$ cat src/rtl/ship_life_if.sv
// Ship lifecycle bus: game/collision/animation inputs in, sprite and motion controls out.
interface ship_life_if #(
  parameter int ADDR_W = 14
);
  logic              game_start;
  logic              collision;
  logic              thrust;
  logic              anim_pulse;
  logic [ADDR_W-1:0] anim_base;
  logic [8:0]        sprite_height;
  logic              draw_mask;
  logic              thrust_en;
  logic              respawn;
  logic              vulnerable;
  logic [3:0]        lives;
  logic              game_over;
  logic [2:0]        state;

  modport master (
    output game_start, collision, thrust, anim_pulse,
    input  anim_base, sprite_height, draw_mask, thrust_en, respawn,
           vulnerable, lives, game_over, state
  );

  modport slave (
    input  game_start, collision, thrust, anim_pulse,
    output anim_base, sprite_height, draw_mask, thrust_en, respawn,
           vulnerable, lives, game_over, state
  );
endinterface

$ cat src/rtl/ship_life_ctrl.sv
// Ship lifecycle and sprite animation controller: thrust flame, explosion,
// life counting, respawn delay and blinking invulnerability window.
//
// state          | meaning
// GAME_OVER    0 | no lives left, waiting for game_start
// ALIVE        1 | ship flying, collisions count
// EXPLODING    2 | explosion frames playing
// RESPAWN_WAIT 3 | ship hidden, counting down to respawn
// INVULN       4 | ship blinking, collisions ignored
module ship_life_ctrl #(
  parameter int THRUST_FRAMES  = 4,
  parameter int EXPLODE_FRAMES = 8,
  parameter int FRAME_WORDS    = 1020,
  parameter int EXPLODE_BASE   = 4080,
  parameter int LIVES          = 3,
  parameter int RESPAWN_PULSES = 60,
  parameter int INVULN_PULSES  = 120,
  parameter int BLINK_PULSES   = 4,
  parameter int H_IDLE         = 26,
  parameter int H_THRUST       = 34,
  parameter int H_EXPLODE      = 32,
  parameter int ADDR_W         = 14
) (
  input logic       clk,
  input logic       resetN,
  ship_life_if.slave sl
);

  typedef enum logic [2:0] {
    S_GAME_OVER    = 3'd0,
    S_ALIVE        = 3'd1,
    S_EXPLODING    = 3'd2,
    S_RESPAWN_WAIT = 3'd3,
    S_INVULN       = 3'd4
  } state_t;

  localparam int TF_W    = (THRUST_FRAMES > 1) ? $clog2(THRUST_FRAMES) : 1;
  localparam int EF_W    = (EXPLODE_FRAMES > 1) ? $clog2(EXPLODE_FRAMES) : 1;
  localparam int CNT_MAX = (RESPAWN_PULSES > INVULN_PULSES) ? RESPAWN_PULSES : INVULN_PULSES;
  localparam int CNT_W   = $clog2(CNT_MAX + 1);
  localparam int BLK_W   = $clog2(BLINK_PULSES + 1);

  localparam logic [ADDR_W-1:0] FW_A    = ADDR_W'(FRAME_WORDS);
  localparam logic [ADDR_W-1:0] EB_A    = ADDR_W'(EXPLODE_BASE);
  localparam logic [TF_W-1:0]   TF_LAST = TF_W'(THRUST_FRAMES - 1);
  localparam logic [EF_W-1:0]   EF_LAST = EF_W'(EXPLODE_FRAMES - 1);
  localparam logic [8:0]        HT_IDLE = 9'(H_IDLE);
  localparam logic [8:0]        HT_THR  = 9'(H_THRUST);
  localparam logic [8:0]        HT_EXP  = 9'(H_EXPLODE);

  state_t            st;
  logic [TF_W-1:0]   thrust_frame;
  logic [EF_W-1:0]   explode_frame;
  logic [CNT_W-1:0]  pulse_cnt;
  logic [BLK_W-1:0]  blink_cnt;
  logic [ADDR_W-1:0] anim_base_r;
  logic [8:0]        height_r;
  logic              draw_r, thrust_en_r, respawn_r, vuln_r, game_over_r;
  logic [3:0]        lives_r;

  logic [TF_W-1:0]   thrust_nxt;
  logic [EF_W-1:0]   explode_nxt;
  logic [ADDR_W-1:0] thrust_base, explode_base_nxt;
  logic [3:0]        lives_dec;
  logic              pulse_last, go_invuln;

  always_comb begin
    thrust_nxt = thrust_frame;
    if (!sl.thrust)
      thrust_nxt = '0;
    else if (sl.anim_pulse)
      thrust_nxt = (thrust_frame == TF_LAST) ? '0 : thrust_frame + 1'b1;
    thrust_base      = ADDR_W'(thrust_nxt) * FW_A;
    explode_nxt      = explode_frame + 1'b1;
    explode_base_nxt = EB_A + ADDR_W'(explode_nxt) * FW_A;
    lives_dec        = (lives_r != 4'd0) ? lives_r - 4'd1 : 4'd0;
    // Timers are down-counters; the pulse seen at a count of 1 is the terminal one.
    pulse_last = sl.anim_pulse && (pulse_cnt <= CNT_W'(1));
    go_invuln  = ((st == S_GAME_OVER) && sl.game_start) ||
                 ((st == S_RESPAWN_WAIT) && pulse_last);
  end

  always_ff @(posedge clk) begin
    if (!resetN) begin
      st            <= S_GAME_OVER;
      thrust_frame  <= '0;
      explode_frame <= '0;
      pulse_cnt     <= '0;
      blink_cnt     <= '0;
      anim_base_r   <= '0;
      height_r      <= HT_IDLE;
      draw_r        <= 1'b0;
      thrust_en_r   <= 1'b0;
      respawn_r     <= 1'b0;
      vuln_r        <= 1'b0;
      lives_r       <= 4'd0;
      game_over_r   <= 1'b1;
    end else begin
      respawn_r <= 1'b0;
      case (st)
        S_GAME_OVER: begin
        end
        S_ALIVE: begin
          if (sl.collision) begin
            st            <= S_EXPLODING;
            explode_frame <= '0;
            thrust_frame  <= '0;
            pulse_cnt     <= '0;
            blink_cnt     <= '0;
            anim_base_r   <= EB_A;
            height_r      <= HT_EXP;
            thrust_en_r   <= 1'b0;
            vuln_r        <= 1'b0;
            draw_r        <= 1'b1;
          end else begin
            thrust_frame <= thrust_nxt;
            anim_base_r  <= thrust_base;
            height_r     <= sl.thrust ? HT_THR : HT_IDLE;
            thrust_en_r  <= sl.thrust;
            draw_r       <= 1'b1;
            vuln_r       <= 1'b1;
          end
        end
        S_EXPLODING: begin
          if (sl.anim_pulse) begin
            if (explode_frame == EF_LAST) begin
              lives_r     <= lives_dec;
              anim_base_r <= '0;
              height_r    <= HT_IDLE;
              draw_r      <= 1'b0;
              if (lives_dec == 4'd0) begin
                st          <= S_GAME_OVER;
                game_over_r <= 1'b1;
              end else begin
                st        <= S_RESPAWN_WAIT;
                pulse_cnt <= CNT_W'(RESPAWN_PULSES);
              end
            end else begin
              explode_frame <= explode_nxt;
              anim_base_r   <= explode_base_nxt;
            end
          end
        end
        S_RESPAWN_WAIT: begin
          if (sl.anim_pulse)
            pulse_cnt <= pulse_cnt - 1'b1;
        end
        S_INVULN: begin
          thrust_frame <= thrust_nxt;
          anim_base_r  <= thrust_base;
          height_r     <= sl.thrust ? HT_THR : HT_IDLE;
          thrust_en_r  <= sl.thrust;
          if (sl.anim_pulse) begin
            if (pulse_last) begin
              st        <= S_ALIVE;
              pulse_cnt <= '0;
              blink_cnt <= '0;
              draw_r    <= 1'b1;
              vuln_r    <= 1'b1;
            end else begin
              pulse_cnt <= pulse_cnt - 1'b1;
              if (blink_cnt <= BLK_W'(1)) begin
                draw_r    <= ~draw_r;
                blink_cnt <= BLK_W'(BLINK_PULSES);
              end else begin
                blink_cnt <= blink_cnt - 1'b1;
              end
            end
          end
        end
        default: st <= S_GAME_OVER;
      endcase

      // Both entries into INVULN (new game, respawn) share this setup.
      if (go_invuln) begin
        st           <= S_INVULN;
        pulse_cnt    <= CNT_W'(INVULN_PULSES);
        blink_cnt    <= BLK_W'(BLINK_PULSES);
        thrust_frame <= '0;
        anim_base_r  <= '0;
        height_r     <= sl.thrust ? HT_THR : HT_IDLE;
        thrust_en_r  <= sl.thrust;
        draw_r       <= 1'b1;
        vuln_r       <= 1'b0;
        respawn_r    <= 1'b1;
        game_over_r  <= 1'b0;
        if (st == S_GAME_OVER)
          lives_r <= 4'(LIVES);
      end
    end
  end

  assign sl.anim_base     = anim_base_r;
  assign sl.sprite_height = height_r;
  assign sl.draw_mask     = draw_r;
  assign sl.thrust_en     = thrust_en_r;
  assign sl.respawn       = respawn_r;
  assign sl.vulnerable    = vuln_r;
  assign sl.lives         = lives_r;
  assign sl.game_over     = game_over_r;
  assign sl.state         = st;

endmodule

$ cat src/flat_wrapper.sv
// flat-port wrapper written by rule: the top's interface ports become plain ports
module ship_life_ctrl_flat 
#(
  parameter int THRUST_FRAMES  = 4,
  parameter int EXPLODE_FRAMES = 8,
  parameter int FRAME_WORDS    = 1020,
  parameter int EXPLODE_BASE   = 4080,
  parameter int LIVES          = 3,
  parameter int RESPAWN_PULSES = 60,
  parameter int INVULN_PULSES  = 120,
  parameter int BLINK_PULSES   = 4,
  parameter int H_IDLE         = 26,
  parameter int H_THRUST       = 34,
  parameter int H_EXPLODE      = 32,
  parameter int ADDR_W         = 14
)
  (clk, resetN, sl_game_start, sl_collision, sl_thrust, sl_anim_pulse, sl_anim_base, sl_sprite_height, sl_draw_mask, sl_thrust_en, sl_respawn, sl_vulnerable, sl_lives, sl_game_over, sl_state);
  ship_life_if #(.ADDR_W(ADDR_W)) sl_i ();
  input logic clk;
  input logic resetN;
  input wire logic [$bits(sl_i.game_start)-1:0] sl_game_start;
  input wire logic [$bits(sl_i.collision)-1:0] sl_collision;
  input wire logic [$bits(sl_i.thrust)-1:0] sl_thrust;
  input wire logic [$bits(sl_i.anim_pulse)-1:0] sl_anim_pulse;
  output wire logic [$bits(sl_i.anim_base)-1:0] sl_anim_base;
  output wire logic [$bits(sl_i.sprite_height)-1:0] sl_sprite_height;
  output wire logic [$bits(sl_i.draw_mask)-1:0] sl_draw_mask;
  output wire logic [$bits(sl_i.thrust_en)-1:0] sl_thrust_en;
  output wire logic [$bits(sl_i.respawn)-1:0] sl_respawn;
  output wire logic [$bits(sl_i.vulnerable)-1:0] sl_vulnerable;
  output wire logic [$bits(sl_i.lives)-1:0] sl_lives;
  output wire logic [$bits(sl_i.game_over)-1:0] sl_game_over;
  output wire logic [$bits(sl_i.state)-1:0] sl_state;
  assign sl_i.game_start = sl_game_start;
  assign sl_i.collision = sl_collision;
  assign sl_i.thrust = sl_thrust;
  assign sl_i.anim_pulse = sl_anim_pulse;
  assign sl_anim_base = sl_i.anim_base;
  assign sl_sprite_height = sl_i.sprite_height;
  assign sl_draw_mask = sl_i.draw_mask;
  assign sl_thrust_en = sl_i.thrust_en;
  assign sl_respawn = sl_i.respawn;
  assign sl_vulnerable = sl_i.vulnerable;
  assign sl_lives = sl_i.lives;
  assign sl_game_over = sl_i.game_over;
  assign sl_state = sl_i.state;
  ship_life_ctrl #(.THRUST_FRAMES(THRUST_FRAMES), .EXPLODE_FRAMES(EXPLODE_FRAMES), .FRAME_WORDS(FRAME_WORDS), .EXPLODE_BASE(EXPLODE_BASE), .LIVES(LIVES), .RESPAWN_PULSES(RESPAWN_PULSES), .INVULN_PULSES(INVULN_PULSES), .BLINK_PULSES(BLINK_PULSES), .H_IDLE(H_IDLE), .H_THRUST(H_THRUST), .H_EXPLODE(H_EXPLODE), .ADDR_W(ADDR_W)) u_core (.clk(clk), .resetN(resetN), .sl(sl_i));
endmodule
$ cat config.mk
export PLATFORM = sky130hd
export DESIGN_NAME = ship_life_ctrl_flat
export DESIGN_NICKNAME = d
export VERILOG_FILES = /design/src/rtl/ship_life_if.sv /design/src/rtl/ship_life_ctrl.sv /design/src/flat_wrapper.sv
export SDC_FILE = /design/constraint.sdc
export NUM_CORES = 1
export LEC_CHECK = 0
export BUFFER_PORTS_ARGS = -buffer_cell sky130_fd_sc_hd__buf_2
export CORE_UTILIZATION = 58
export CTS_CLUSTER_DIAMETER = 60
export DETAILED_ROUTE_END_ITERATION = 12
export GPL_ROUTABILITY_DRIVEN = 0
export PLACE_DENSITY = 0.85
export REMOVE_ABC_BUFFERS = 1
export SYNTH_ARGS = -nofsm -noshare
export SYNTH_HDL_FRONTEND = slang
export SYNTH_SLANG_ARGS = --single-unit
$ cat constraint.sdc
create_clock -name clk -period 4.9 [get_ports clk]
set_input_delay 0.245 -clock clk [delete_from_list [all_inputs] [get_ports clk]]
set_output_delay 0.245 -clock clk [all_outputs]
set_load 0.005 [all_outputs]
==> results.py <==
metrics = {
    "outcome": {
        "status": "completed",
    },
    "clock_network": {
        "path_clk_slew_ns": 0.08,
        "cts_buffers": 5,
        "cts-root-buf": "clkbuf_8",
        "htreeDepth": 2,
        "cts_tree": "done",
        "cts_repair_resize_count": 0,
        "post_cts_buffers": 0,
        "clk_latency_ns": 0.30,
        "clk_path_buf_depth": 2,
        "hold_buffers": 0,
        "cts_sinks": 42,
    },
    "grt": {
        "grt_pass1_wl_um": 11500,
        "grt_max_degree": 26,
        "grt_overflow": 0,
        "antenna_found_initial": 0,
        "grt.total_usage_pct": 27.8,
        "grt_pass1_vias": 2551,
    },
    "power": {
        "p_total_mw": 0.850,
        "peakVddDrop_v": 0.000171,
        "comb_power_share_pct": 20.6,
        "p_int_mw": 0.598,
        "p_sw_mw": 0.252,
        "p_leak_nw": 1.34,
        "powerDensity_nw_per_um2": 271,
        "p_sw_share_pct": 29.6,
        "p_seq_share_pct": 45.8,
        "p_clk_share_pct": 33.6,
    },
    "finish": {
        "instances_no_fill": 465,
        "fillers": 420,
        "drive_above_1_share_pct": 16.1,
        "final_nets": 424,
        "antennaDiodeCount": 0,
        "post-route-util_pct": 65.7,
        "syn_to_final_growth_pct": 7.17,
    },
    "timing": {
        "post-route-period-util_pct": 84.9,
        "max_slew_margin_pct": 51.2,
        "hold_ws_ns": 0.218,
        "setup_viol": 0,
        "fin_tns_setup_ns": 0,
        "worst_pin_slew_ns": 0.732,
        "fmax_ghz": 0.240,
        "finalHoldViolations": 0,
        "finalMaxSlewViolations": 0,
        "min_period_ns": 4.16,
        "clock_skew_ns": 0.00602,
        "rsz0062_at_grt": "false",
    },
    "floorplan": {
        "die_x_um": 73.1,
        "rows": 25,
        "ios": 41,
        "start_util_pct": 61.3,
        "fp.dieH_um": 73.1,
        "core_um2": 4790,
        "design.die.area_um2": 5350,
    },
    "routing": {
        "viasPerCell": 5.78,
        "wl_per_cell_um": 14.4,
        "firstDrtPassIters": 5,
        "drtAntennaViolNets": 0,
        "drtIter0Drc": 264,
        "wl_um": 6720,
        "vias": 2687,
        "route.detailed.drc": 0,
    },
    "logic_synthesis": {
        "avgSynthCellArea_um2": 7.80,
        "synth_compound_area_share_pct": 23.3,
        "yosys.area.top_type": "dfxtp_1",
        "synth.area.top_cells": "dfxtp_1 (29%), ha_1 (8.5%), nor2_1 (6.4%), a21oi_1 (6.3%), nor3_1 (3.8%)",
        "yosysSeqAreaShare_pct": 28.7,
        "synth_edf_count": 0,
        "synth_mux_area_share_pct": 1.79,
        "synth_fa_ha_area_share_pct": 8.53,
        "syn_inst": 376,
        "synth_area_um2": 2930,
        "yosys_register_bits": 42,
        "synth-async-reset-ratio_pct": 0,
        "synth_cell_types": 63,
        "synth_flop_cell": "dfxtp_1",
        "synth_simple_gate_area_share_pct": 25.9,
        "synth_top_cell_area_share_pct": 28.7,
        "yosys_warnings": 0,
        "synth_top_family_by_area": "simple AND/OR/NAND/NOR gates",
        "synth_xor_area_share_pct": 2.39,
    },
    "setup_path": {
        "r2r-start": "u_core.explode_frame[0]",
        "path_max_fanout": 12,
        "arrival_ns": 4.32,
        "regToRegEndpoint": "u_core.sl.anim_base[12]",
        "ff2ff_path_depth": 16,
        "endpoint_kind": "flip-flop",
        "rrSetupSlack_ns": 0.74,
        "critical_path_class": "reg2reg",
        "cp_data_required_time_ns": 5.06,
        "start_kind": "flip-flop",
    },
    "place": {
        "hpwl_um": 4750,
        "portBuffers": 33,
        "place_inst": 458,
    },
    "worst_hold_path": {
        "min_from": "resetN",
        "min_to": "u_core.sl.game_over",
        "worst_hold_path.num_cells": 2,
        "hold_class": "in2reg",
    },
    "flow_run": {
        "maxCapViolCount": 0,
    },
}
## cell families after synthesis
logic type,after synthesis
and+or+nand+nor,145
AOI/OAI and AO/OA,106
buffers and inverters,49
adders and majority gates,20
muxes,5
xor gates and xnor gates,8
other,1
DFF,42
## synth_stat cells (all sizes together), types with 2 or more instances
cell	instances
clkbuf	4
nor3b	3
or2	4
buf	21
dfxtp	42
nor4	5
nor3	25
mux2	2
xor2	6
inv	23
nand2b	8
nand3	7
a211oi	3
a311oi	2
mux2i	3
a21o	2
o21ai	26
xnor2	2
o31ai	2
nand2	25
or3	3
a22oi	4
a21oi	38
o211ai	3
ha	20
a31oi	7
nor2	51
o22ai	3
nand3b	3
o21a	3
nor2b	8
o221a	3
o21bai	4
## worst max-delay path by stage
stage                               to                     from  depth (start not counted)  slack, ns
2_1_floorplan  u_core.sl.anim_base[11]  u_core.explode_frame[1]                         16       1.20
3_3_place_gp   u_core.sl.anim_base[12]  u_core.explode_frame[0]                         15       0.99
3_5_place_dp   u_core.sl.anim_base[12]  u_core.explode_frame[0]                         15       0.87
4_1_cts        u_core.sl.anim_base[12]  u_core.explode_frame[0]                         15       0.79
5_1_grt        u_core.sl.anim_base[12]  u_core.explode_frame[0]                         15       0.38
6_report       u_core.sl.anim_base[12]  u_core.explode_frame[0]                         16       0.74
## cell type report
class / count / area (µm²) / share of cell area [%]
flip-flops and latches: 42 / 841 / 26.8
repair buffers: 34 / 173 / 5.49
multi-input cells: 291 / 1840 / 58.6
clock inverters: 1 / 30.0 / 0.955
clock buffers: 6 / 82.6 / 2.63
inverters: 24 / 90.1 / 2.87
well taps: 67 / 83.8 / 2.67
## critical path, cell delays in order, from the launching register on
cell and delay, ns:
dfxtp_1 0.66, inv_1 0.22, ha_1 0.41, ha_1 0.51, xnor2_1 0.17, ha_1 0.18, ha_1 0.22, a21oi_1 0.05
o21ai_0 0.08, ha_1 0.27, o21bai_1 0.21, nand3_1 0.13, o21ai_2 0.17, nor3_1 0.08, nor4_1 0.34, mux2i_1 0.23
o31ai_1 0.09
## per-layer routing
| layer | GRT usage (%) | wire, µm | vias to the layer above |
|---|---|---|---|
| met3 | 4.70 | 288 | 13 |
| met2 | 48.9 | 3320 | 87 |
| met1 | 33.4 | 3000 | 1244 |
| li1 | - | - | 1343 |
| met4 | 11.1 | 104 | 0 |
| met5 | 0 | 0 | - |
## layout by cell type (no fill, tap or decap), types with 4 or more instances in the layout
| cell type | count |
|---|---|
| o21ai_0 | 21 |
| nor3_1 | 22 |
| ha_1 | 20 |
| conb_1 | 7 |
| nand2b_1 | 7 |
| nand2_1 | 25 |
| inv_1 | 22 |
| clkbuf_8 | 6 |
| buf_2 | 33 |
| nor2b_1 | 6 |
| o21bai_1 | 4 |
| a21oi_1 | 37 |
| nand3_1 | 6 |
| xor2_1 | 6 |
| a31oi_1 | 7 |
| dfxtp_1 | 42 |
| a22oi_1 | 4 |
| nor2_1 | 50 |
| nor4_1 | 4 |
## power by group through the flow
stage | sequential [mW] | clock, mW | combinational [mW]
after floorplan | 0.395 | 0 | 0.118
after global routing | 0.393 | 0.300 | 0.199
after global placement | 0.396 | 0 | 0.168
after CTS | 0.389 | 0.287 | 0.174
after detailed placement | 0.396 | 0 | 0.173
final | 0.389 | 0.286 | 0.175
## metrics by stage
step                      cell area (µm²)  setup WS, ns
after detailed placement             3030         0.867
after global routing                 3140         0.381
after floorplan                      2770          1.20
after global placement               3030         0.986
final                                3140         0.740
after CTS                            3140         0.791
## sequential cells by signal, indices dropped and copies added (netlist names), 2 cells and up
signal                   count
u_core.blink_cnt             3
u_core.sl.anim_base         12
u_core.explode_frame         3
u_core.pulse_cnt             7
u_core.thrust_frame          2
u_core.sl.state              3
u_core.sl.sprite_height      3
u_core.sl.lives              4
(Power assumes the default switching activity.)
